$ cat src/rtl/vga_pkg.sv
// Shared VGA framebuffer types, geometry constants and address helper.
package vga_pkg;

    localparam int unsigned H_RES     = 640;
    localparam int unsigned V_RES     = 480;
    localparam int unsigned BURST_LEN = 32;
    localparam int unsigned IDX_W     = 5;
    localparam int unsigned X_W       = 10;
    localparam int unsigned Y_W       = 9;
    localparam int unsigned GRP_W     = X_W - IDX_W;
    localparam int unsigned BGR_W     = 12;
    localparam int unsigned WORD_W    = 16;
    localparam int unsigned ADDR_W    = 25;

    localparam logic [5:0] FB_BANK_ROW = 6'b1;

    typedef logic [BGR_W-1:0]  bgr_t;
    typedef logic [ADDR_W-1:0] fb_addr_t;

    typedef enum logic [1:0] {
        STATE_IDLE,
        STATE_FILL,
        STATE_FLUSH,
        STATE_REFILL
    } state_t;

    // Single pixel write as held in the pending register.
    typedef struct packed {
        logic [X_W-1:0] x;
        logic [Y_W-1:0] y;
        bgr_t           bgr;
    } px_t;

    // Burst base address of the 32-pixel group containing (y, grp).
    function automatic fb_addr_t group_addr(input logic [Y_W-1:0] y,
                                            input logic [GRP_W-1:0] grp);
        return {FB_BANK_ROW, y, grp, IDX_W'(0)};
    endfunction

endpackage

$ cat src/rtl/fb_line_buf.sv
// 32-word pixel line buffer with per-word valid mask, one write port and clear.
module fb_line_buf
    import vga_pkg::*;
(
    input  logic                               clk,
    input  logic                               rst,
    input  logic                               clr,
    input  logic                               we,
    input  logic [IDX_W-1:0]                   idx,
    input  bgr_t                               bgr,
    output logic [BURST_LEN-1:0][WORD_W-1:0]   data,
    output logic [BURST_LEN-1:0]               mask
);

    // Store a word (last write wins) and mark it valid; clear drops the whole group.
    always_ff @(posedge clk) begin
        if (rst || clr) begin
            data <= '0;
            mask <= '0;
        end else if (we) begin
            data[idx] <= {(WORD_W - BGR_W)'(0), bgr};
            mask[idx] <= 1'b1;
        end
    end

endmodule

$ cat src/rtl/vga_fb_writer.sv
// Coalesces single-pixel writes into 32-pixel masked SDRAM burst writes.
// Optional idle auto-flush is enabled by defining VGA_FB_AUTOFLUSH_EN.
module vga_fb_writer
    import vga_pkg::*;
#(
    parameter int unsigned FLUSH_TIMEOUT = 1024
)
(
    input  logic                              clk,
    input  logic                              rst,
    input  logic                              px_wr_en,
    input  logic [X_W-1:0]                    px_x,
    input  logic [Y_W-1:0]                    px_y,
    input  bgr_t                              px_bgr,
    output logic                              px_ready,
    input  logic                              flush,
    output logic                              oob,
    output logic                              busy,
    output logic                              fb_wr_req,
    output fb_addr_t                          fb_wr_addr,
    output logic [BURST_LEN-1:0][WORD_W-1:0]  fb_wr_data,
    output logic [BURST_LEN-1:0]              fb_wr_mask,
    input  logic                              fb_wr_done
);

    state_t           state;
    px_t              pend;
    logic             pend_valid;
    logic             accept;
    logic             in_range;
    logic             wr_ok;
    logic             same_grp;
    logic             mask_full;
    logic             timeout;
    logic             lb_we;
    logic             lb_clr;
    logic [IDX_W-1:0] lb_idx;
    bgr_t             lb_bgr;

    fb_line_buf u_line_buf (
        .clk  (clk),
        .rst  (rst),
        .clr  (lb_clr),
        .we   (lb_we),
        .idx  (lb_idx),
        .bgr  (lb_bgr),
        .data (fb_wr_data),
        .mask (fb_wr_mask)
    );

    // Write qualification and group match against the open group's address.
    always_comb begin
        accept    = px_wr_en && px_ready;
        in_range  = (px_x < X_W'(H_RES)) && (px_y < Y_W'(V_RES));
        wr_ok     = accept && in_range;
        same_grp  = (group_addr(px_y, px_x[X_W-1:IDX_W]) == fb_wr_addr);
        mask_full = &fb_wr_mask;
    end

    // Line buffer write port: live pixel in IDLE/FILL, pending pixel in REFILL.
    always_comb begin
        lb_we  = 1'b0;
        lb_idx = px_x[IDX_W-1:0];
        lb_bgr = px_bgr;
        lb_clr = (state == STATE_FLUSH) && fb_wr_done;
        case (state)
            STATE_IDLE:   lb_we = wr_ok;
            STATE_FILL:   lb_we = wr_ok && same_grp;
            STATE_REFILL: begin
                lb_we  = 1'b1;
                lb_idx = pend.x[IDX_W-1:0];
                lb_bgr = pend.bgr;
            end
            default:      lb_we = 1'b0;
        endcase
    end

`ifdef VGA_FB_AUTOFLUSH_EN
    localparam int unsigned CNT_W = $clog2(FLUSH_TIMEOUT) + 1;
    localparam logic [CNT_W-1:0] CNT_LAST = CNT_W'(FLUSH_TIMEOUT - 1);

    logic [CNT_W-1:0] idle_cnt;

    // Idle cycles since the last accepted write, saturating at the timeout.
    always_ff @(posedge clk) begin
        if (rst || accept) begin
            idle_cnt <= '0;
        end else if (idle_cnt != CNT_LAST) begin
            idle_cnt <= idle_cnt + CNT_W'(1);
        end
    end

    assign timeout = (idle_cnt == CNT_LAST);
`else
    assign timeout = 1'b0;
`endif

    // Group FSM with registered handshake and status outputs.
    always_ff @(posedge clk) begin
        if (rst) begin
            state      <= STATE_IDLE;
            pend       <= '0;
            pend_valid <= 1'b0;
            px_ready   <= 1'b1;
            fb_wr_req  <= 1'b0;
            fb_wr_addr <= '0;
            oob        <= 1'b0;
            busy       <= 1'b0;
        end else begin
            oob <= accept && !in_range;
            case (state)
                STATE_IDLE: begin
                    if (wr_ok) begin
                        fb_wr_addr <= group_addr(px_y, px_x[X_W-1:IDX_W]);
                        busy       <= 1'b1;
                        state      <= STATE_FILL;
                    end
                end
                STATE_FILL: begin
                    if (wr_ok && !same_grp) begin
                        pend       <= '{x: px_x, y: px_y, bgr: px_bgr};
                        pend_valid <= 1'b1;
                        fb_wr_req  <= 1'b1;
                        px_ready   <= 1'b0;
                        state      <= STATE_FLUSH;
                    end else if (flush || mask_full || timeout) begin
                        fb_wr_req  <= 1'b1;
                        px_ready   <= 1'b0;
                        state      <= STATE_FLUSH;
                    end
                end
                STATE_FLUSH: begin
                    if (fb_wr_done) begin
                        fb_wr_req <= 1'b0;
                        if (pend_valid) begin
                            state <= STATE_REFILL;
                        end else begin
                            px_ready <= 1'b1;
                            busy     <= 1'b0;
                            state    <= STATE_IDLE;
                        end
                    end
                end
                STATE_REFILL: begin
                    fb_wr_addr <= group_addr(pend.y, pend.x[X_W-1:IDX_W]);
                    pend_valid <= 1'b0;
                    px_ready   <= 1'b1;
                    state      <= STATE_FILL;
                end
                default: state <= STATE_IDLE;
            endcase
        end
    end

endmodule

$ cat config.mk
export PLATFORM = sky130hd
export DESIGN_NAME = vga_fb_writer
export DESIGN_NICKNAME = d
export VERILOG_FILES = /design/src/rtl/vga_pkg.sv /design/src/rtl/fb_line_buf.sv /design/src/rtl/vga_fb_writer.sv
export SDC_FILE = /design/constraint.sdc
export NUM_CORES = 1
export LEC_CHECK = 0
export BUFFER_PORTS_ARGS = -buffer_cell sky130_fd_sc_hd__buf_4
export CORE_AREA = 8 8 230 232
export DETAILED_ROUTE_END_ITERATION = 7
export DIE_AREA = 0 0 238 240
export PLACE_DENSITY = 0.64
export SYNTH_ARGS = -nofsm -noshare
export SYNTH_HDL_FRONTEND = slang
export SYNTH_HIERARCHICAL = 1
export SYNTH_SLANG_ARGS = --single-unit
$ cat constraint.sdc
create_clock -name clk -period 3.68 [get_ports clk]
set_input_delay 0.736 -clock clk [delete_from_list [all_inputs] [get_ports clk]]
set_output_delay 0.736 -clock clk [all_outputs]
set_load 0.05 [all_outputs]
# [After elaboration in Yosys (flattened, before gate mapping)]
# Index checks and enable logic that the tools add are counted.
[word_totals] memories=0 ff_bits=607 rom_bits=0 latch_bits=0 inputBits=36 output_inout_bits=573 ram_bits=0
[classes] n_lt_le_gt_ge=4 mul=0 div=0 addsub=0 n_mux=31 n_bitwise=1 n_eq_ne=9 shifts=0 reduce_logical=26
[ops] op="$bwmux 512" n=1
[ops] op="$demux 16 s5" n=1
[ops] op="$pmux 25 s2" n=1
[ops] op="$or 32x32->32" n=1
[ops] op="$reduce_and 32->1" n=1
[ops] op="$eq 20x25->1" n=1
[ops] op="$mux 25" n=1
[ops] op="$mux 16" n=1
[ops] op="$mux 1" n=12
[ops] op="$mux 12" n=1
[ops] op="$lt 10x10->1 const B" n=1
[ops] op="$mux 2" n=5
[ops] op="$lt 9x9->1 const B" n=1
[ops] op="$logic_and 1x1->1" n=8
[ops] op="$ne 2x2->1 const B" n=4
[ops] op="$pmux 2 s4" n=1
[ops] op="$reduce_and 4->1" n=2
[ops] op="$reduce_bool 2->1" n=4
[ops] op="$lt 5x6->1 const B" n=1
[ops] op="$pmux 1 s2" n=3
[ops] op="$pmux 1 s3" n=2
[ops] op="$reduce_and 2->1" n=3
[ops] op="$reduce_and 3->1" n=2
[ops] op="$demux 1 s5" n=1
[ops] op="9 further kinds" n=12

# [Depth between registers and ports, before layout]
[depth] depth_word=7 ltp_mapped=13 ltp_nobuf=9

# [Hierarchy]
# The synthesis kept the hierarchy.
[by_module_without_submodules] module="fb_line_buf" seq_area_each_um2=8328.0 area_per_inst_um2=15760.1 n_inst=1 cells_per_inst=1564
[by_module_without_submodules] module="vga_fb_writer" seq_area_each_um2=1061.0 area_per_inst_um2=2737.6 n_inst=1 cells_per_inst=291

# [Least setup slack after synthesis]
# OpenSTA, ideal clock, no wires.
[synth_path] path_kind="input to register" startpoint="in px_y[5]" endpoint="reg u_line_buf/data[34] (netlist bit)" cell_stages=12 setup_slack_ns=0.583 t_required_ns=3.548 arrival_time_ns=2.965 cell_sequence="xnor2_1 nand4_1 or4_1 buf_2 o21ai_0 a21oi_1 nor2_1 nor4bb_1 buf_2 nand2_1 buf_2 mux2i_1"
[synth_between] elab_chain_cells=5 elab_cells_between_ends=6
[synth_rtl] item="from (decl)" line_no="vga_fb_writer.sv:13" text="input logic [Y_W-1:0] px_y,"
[synth_rtl] item="$lt 9x9->1" line_no="vga_fb_writer.sv:54" text="in_range = (px_x < X_W'(H_RES)) && (px_y < Y_W'(V_RES));"
[synth_rtl] item="$logic_and 1x1->1" line_no="vga_fb_writer.sv:54"
[synth_rtl] item="$logic_and 1x1->1" line_no="vga_fb_writer.sv:55" text="wr_ok = accept && in_range;"
[synth_rtl] item="$logic_and 1x1->1" line_no="vga_fb_writer.sv:68" text="STATE_FILL: lb_we = wr_ok && same_grp;"
[synth_rtl] item="$pmux 1 s3 *" line_no="vga_fb_writer.sv:66" text="case (state)"
[synth_rtl] item="via lb_we" line_no="vga_fb_writer.sv:35" text="logic lb_we;"
[synth_rtl] item="to (signal, indexed assignment)" line_no="fb_line_buf.sv:21" text="data[idx] <= {(WORD_W - BGR_W)'(0), bgr};"
[synth_rtl] item="to (decl)" line_no="fb_line_buf.sv:11" text="output logic [BURST_LEN-1:0][WORD_W-1:0] data,"
# Mark *: on every way through the listed nets, which the timed path passes. The rest lies on a longest branch.
# A chain may end at the register's enable or synchronous reset.

# [Final worst setup path]
[layout_path] startpoint="reg fb_wr_addr[10]" endpoint="reg u_line_buf/data[313] (netlist bit)"
[layout_between] elab_chain_cells=3
[layout_rtl] item="from (decl)" line_no="vga_fb_writer.sv:20" text="output fb_addr_t fb_wr_addr,"
[layout_rtl] item="from (signal assigned)" line_no="vga_fb_writer.sv:114" text="fb_wr_addr <= group_addr(px_y, px_x[X_W-1:IDX_W]);"
[layout_rtl] item="from (signal assigned)" line_no="vga_fb_writer.sv:145" text="fb_wr_addr <= group_addr(pend.y, pend.x[X_W-1:IDX_W]);"
[layout_rtl] item="$eq 20x25->1" line_no="vga_fb_writer.sv:56" text="same_grp = (group_addr(px_y, px_x[X_W-1:IDX_W]) == fb_wr_addr);"
[layout_rtl] item="$logic_and 1x1->1" line_no="vga_fb_writer.sv:68"
[layout_rtl] item="$pmux 1 s3" line_no="vga_fb_writer.sv:66"
[layout_rtl] item="via lb_we" line_no="vga_fb_writer.sv:35"
# The timed path passes the listed nets, and every way through them passes these cells.

==> implementation parameters <==
Parameter                              Value

Outcome
  Run status ... finished clean

Clock network
  CTS tree ... built
  Post-cts resize count ... 0
  Clock buffers created by TritonCTS ... 50
  Total of hold buffers inserted after clock tree synthesis ... 0
  Buffer levels on the longest clock path ... 3
  H-Tree Depth ... 2
  Setup Buffers After CTS ... 0
  Clock sink count ... roughly 470
  Latest clock arrival within the worst-skew pair ... between 500 and 600 ps
  CTS Root Cell ... clkbuf_16
  Clk slew on worst S/H paths ... 60 ps

Worst setup path
  WP data required ... between 4000 and 5000 ps
  Critical Path AT ... around 3500 ps
  Peak per-stage delay on the critical path ... around 570 ps
  Buf+Inv Stages, Crit Path ... 2
  Crit path max fanout ... 12
  Path type of the worst setup path ... reg2reg
  Slack of the worst reg-to-reg path ... around 640 ps
  Register-to-Register Path Depth ... 11
  Cell type of the slowest stage on the worst timing path ... or4_1
  Crit Reg-Reg Startpoint ... fb_wr_addr[10]$_SDFFE_PP0P_
  Kind of end point of the critical path ... register
  Worst Setup Start Kind ... register
  Terminus of the critical flop-to-flop path ... u_line_buf/data[313]$_SDFFE_PP0P_
  Worst-path cell chain ... xnor2_1, nand4_1, or4_1, o21ai_0, a21oi_1, nor2_1, buf_4, and4b_1, nand2_1, buf_4, mux2i_1
  Family with the most delay on the worst path ... simple AND/OR/NAND/NOR gates
  Library cell appearing most often on the critical path ... buf_4

Place
  Place WS ... 135 ps
  IO Port Bufs ... 470
  Detailed Place HPWL ... roughly 43000 um
  Final estimated routing congestion in global placement ... 0.846
  Placed cell count ... around 2.9k

Routing
  Post-detailed-route count of antenna-violating nets ... 0
  Average detailed-routed wire length per instance ... 21.3 um
  Detailed-route DRC error count ... 0
  Drt pass-1 iters ... 5
  Post-detailed-routing wire length ... between 60000 and 70000 um
  First DRT Iteration DRCs ... between 600 and 700
  Ratio of routed vias to standard cells ... 4.72
  Count of vias placed by the detailed router ... between 10k and 15k

Timing
  RSZ-0062 raised after global routing ... no
  Count of final setup violators ... 0
  Setup clock skew after layout ... approximately 17 ps
  Final Critical Period ... between 3000 and 4000 ps
  Final worst slack ... between 600 and 700 ps
  Worst relative slew slack ... a little under half
  Maximum operating frequency ... ~330 MHz
  Max Slew Vio Count ... 0
  Ratio of final minimum period to clock period ... between 80% and 90%
  Count of final hold-check violations ... 0
  Worst-case hold slack ... roughly 400 ps
  Total negative slack for setup checks ... 0 ps
  Slew at the pin closest to its max-slew limit ... a little under 800 ps

Logic synthesis
  Number of different library cells in the post-synthesis netlist ... 46
  Post-synth top flop ... dfxtp_1
  Post-synth design cell area ... 0.0185 sq mm
  Syn Inst Count ... between 1.5k and 2k
  Async SR Flop Fraction ... 0%
  Number of synthesized flops with an enable pin ... 0
  Synthesized area per cell ... 9.97 sq um
  Seq/Total Area, Yosys ... 50.8%
  Post-synthesis register bit count ... 469
  Synthesis Warnings ... 6

GRT
  Largest net degree at the start of global routing ... between 100 and 150
  Total congestion overflow ... 0
  Number of global-route vias before repair ... between 10k and 15k
  Overall routing resource usage ... 21.0%
  Antenna violations before repair ... 4
  Global-route wire length before repair ... slightly above 90000 um

Worst hold path
  Number of instances on the worst hold path ... 3
  Hold path start ... px_x[4]
  Type of the most critical hold path ... in2reg
  End point of the worst hold path ... pend[25]$_SDFFE_PP0P_

Pwr
  Peak VDD IR ... between 0.0003 and 0.0004 V
  Total leakage power ... 12.7 nW
  Total power divided by cell area ... 503 mW/mm^2

Floorplan
  Starting utilization of the core area ... 37.4%
  Overall die height ... roughly 240 um
  Number of primary I/O pins ... just over 600
  Standard cell core area ... ~0.049 sq mm
  Die area ... ~0.057 sq mm
  Number of rows created at floorplan ... about 80
  Die extent in x ... between 200 and 250 um

Job
  Max-capacitance violation count ... 0

Final layout
  Sequential cell area in the final layout ... approximately 0.0094 sq mm
  Fill cell total of the finished layout ... ~4.6k
  Fin nets ... about 2.3k
  Utilization after layout ... between 40% and 50%
  Synth-to-Final Area Change ... 29.8%
  Non-Filler Instances ... 3005
  Fraction of final layout cells sized beyond drive strength 1 ... between 20 and 30%
  Total area of multi-input combinational cells ... between 0.007 and 0.008 sq mm
==> registers in the layout, summed over array words and instances, names as in the netlist, 2 cells and up <==
| signal | cells |
|---|---|
| u_line_buf/data | 384 |
| pend | 31 |
| state | 2 |
| u_line_buf/mask | 32 |
| fb_wr_addr | 15 |
==> where the power goes <==
group | internal, W | leakage [nW] | switching [W]
Sequential | 0.00521 | 3.78 | 0.000106
Combinational | 0.000450 | 8.18 | 0.00132
Clock | 0.00294 | 0.781 | 0.00204
Total | 0.00860 | 12.7 | 0.00347
==> through the flow <==
stage / power, W / area [sq um]
6_report: 0.0121 / 24000
2_1_floorplan: 0.00679 / 19000
3_5_place_dp: 0.00720 / 22400
3_3_place_gp: 0.00718 / 22400
4_1_cts: 0.0122 / 24000
5_1_grt: 0.0125 / 24000
==> worst max path at each step <==
stage | slack [ps] | cells past startpoint | end | start
CTS | 630 | 11 | u_line_buf/data[440]$_SDFFE_PP0P_ | fb_wr_addr[16]$_SDFFE_PP0P_
global route | 470 | 11 | u_line_buf/data[310]$_SDFFE_PP0P_ | fb_wr_addr[5]$_SDFFE_PP0P_
global placement | 100 | 12 | u_line_buf/data[311]$_SDFFE_PP0P_ | px_y[0]
detailed placement | 130 | 12 | u_line_buf/data[311]$_SDFFE_PP0P_ | px_y[6]
finish | 640 | 11 | u_line_buf/data[313]$_SDFFE_PP0P_ | fb_wr_addr[10]$_SDFFE_PP0P_
floorplan | 580 | 12 | u_line_buf/data[34]$_SDFFE_PP0P_ | px_y[5]
==> area by class of cell <==
| class | instances | share of cell area [%] |
|---|---|---|
| diodes | 2 | 0.0208 |
| multi-input cells | 1229 | 33.0 |
| clock inverters | 11 | 0.683 |
| clock buffers | 76 | 6.08 |
| well taps | 672 | 3.50 |
| repair buffers | 540 | 17.6 |
| inverters | 6 | 0.0938 |
| flip-flops and latches | 469 | 39.1 |
==> metal layers <==
layer	part of all wire, %	track usage (%)	wire length [um]
met5	0.041	0	26
met4	3.4	8.09	2160
met3	9.2	7.40	5910
met2	48	36.0	30900
met1	39	24.0	25000
==> layout by cell type (no fill, tap or decap), types with 16 or more instances in the layout <==
cell and n:
a211oi_1 16, a21oi_1 36, buf_4 527, clkbuf_1 16, clkbuf_16 51, conb_1 138
dfxtp_1 469, mux2_2 18, mux2i_1 430, nand2_1 420, nor2_1 84
==> worst min-delay path, stage by stage <==
cell	delay (ps)
buf_4	80
mux2i_1	50
nor2_1	70
==> cell families (layout without fill, tap and decap cells) <==
kind of cell,count (synthesis),after routing,share of synthesized area (%)
AO/OA/AOI/OAI,67,67,2.21
other,2,140,0.0406
buffers and inverters,293,633,9.46
adder cells (fa/ha/maj),5,5,0.338
XOR/XNOR,14,14,0.663
flip-flops,469,469,50.8
multiplexers,448,448,24.4
AND/OR/NAND/NOR,557,557,12.2
==> cells in the mapped netlist (2+ instances only) <==
cell	n	area [sq um]
a211o_1	2	17.5
a211oi_1	16	120
a21oi_1	36	180
and2_1	2	12.5
and4b_1	3	30.0
and4bb_2	2	25.0
buf_1	8	30.0
buf_2	27	135
buf_4	162	1220
clkbuf_1	89	334
conb_1	2	7.51
dfxtp_1	469	9390
ha_1	5	62.6
inv_1	6	22.5
mux2_2	18	203
mux2i_1	430	4300
nand2_1	432	1620
nand3_1	2	10.0
nand3b_1	2	15.0
nand4_1	12	75.1
nor2_1	84	315
nor2b_1	3	18.8
nor4_1	2	12.5
o21a_1	2	15.0
o21ai_0	5	25.0
xnor2_1	14	123
(Power assumes the default switching activity.)
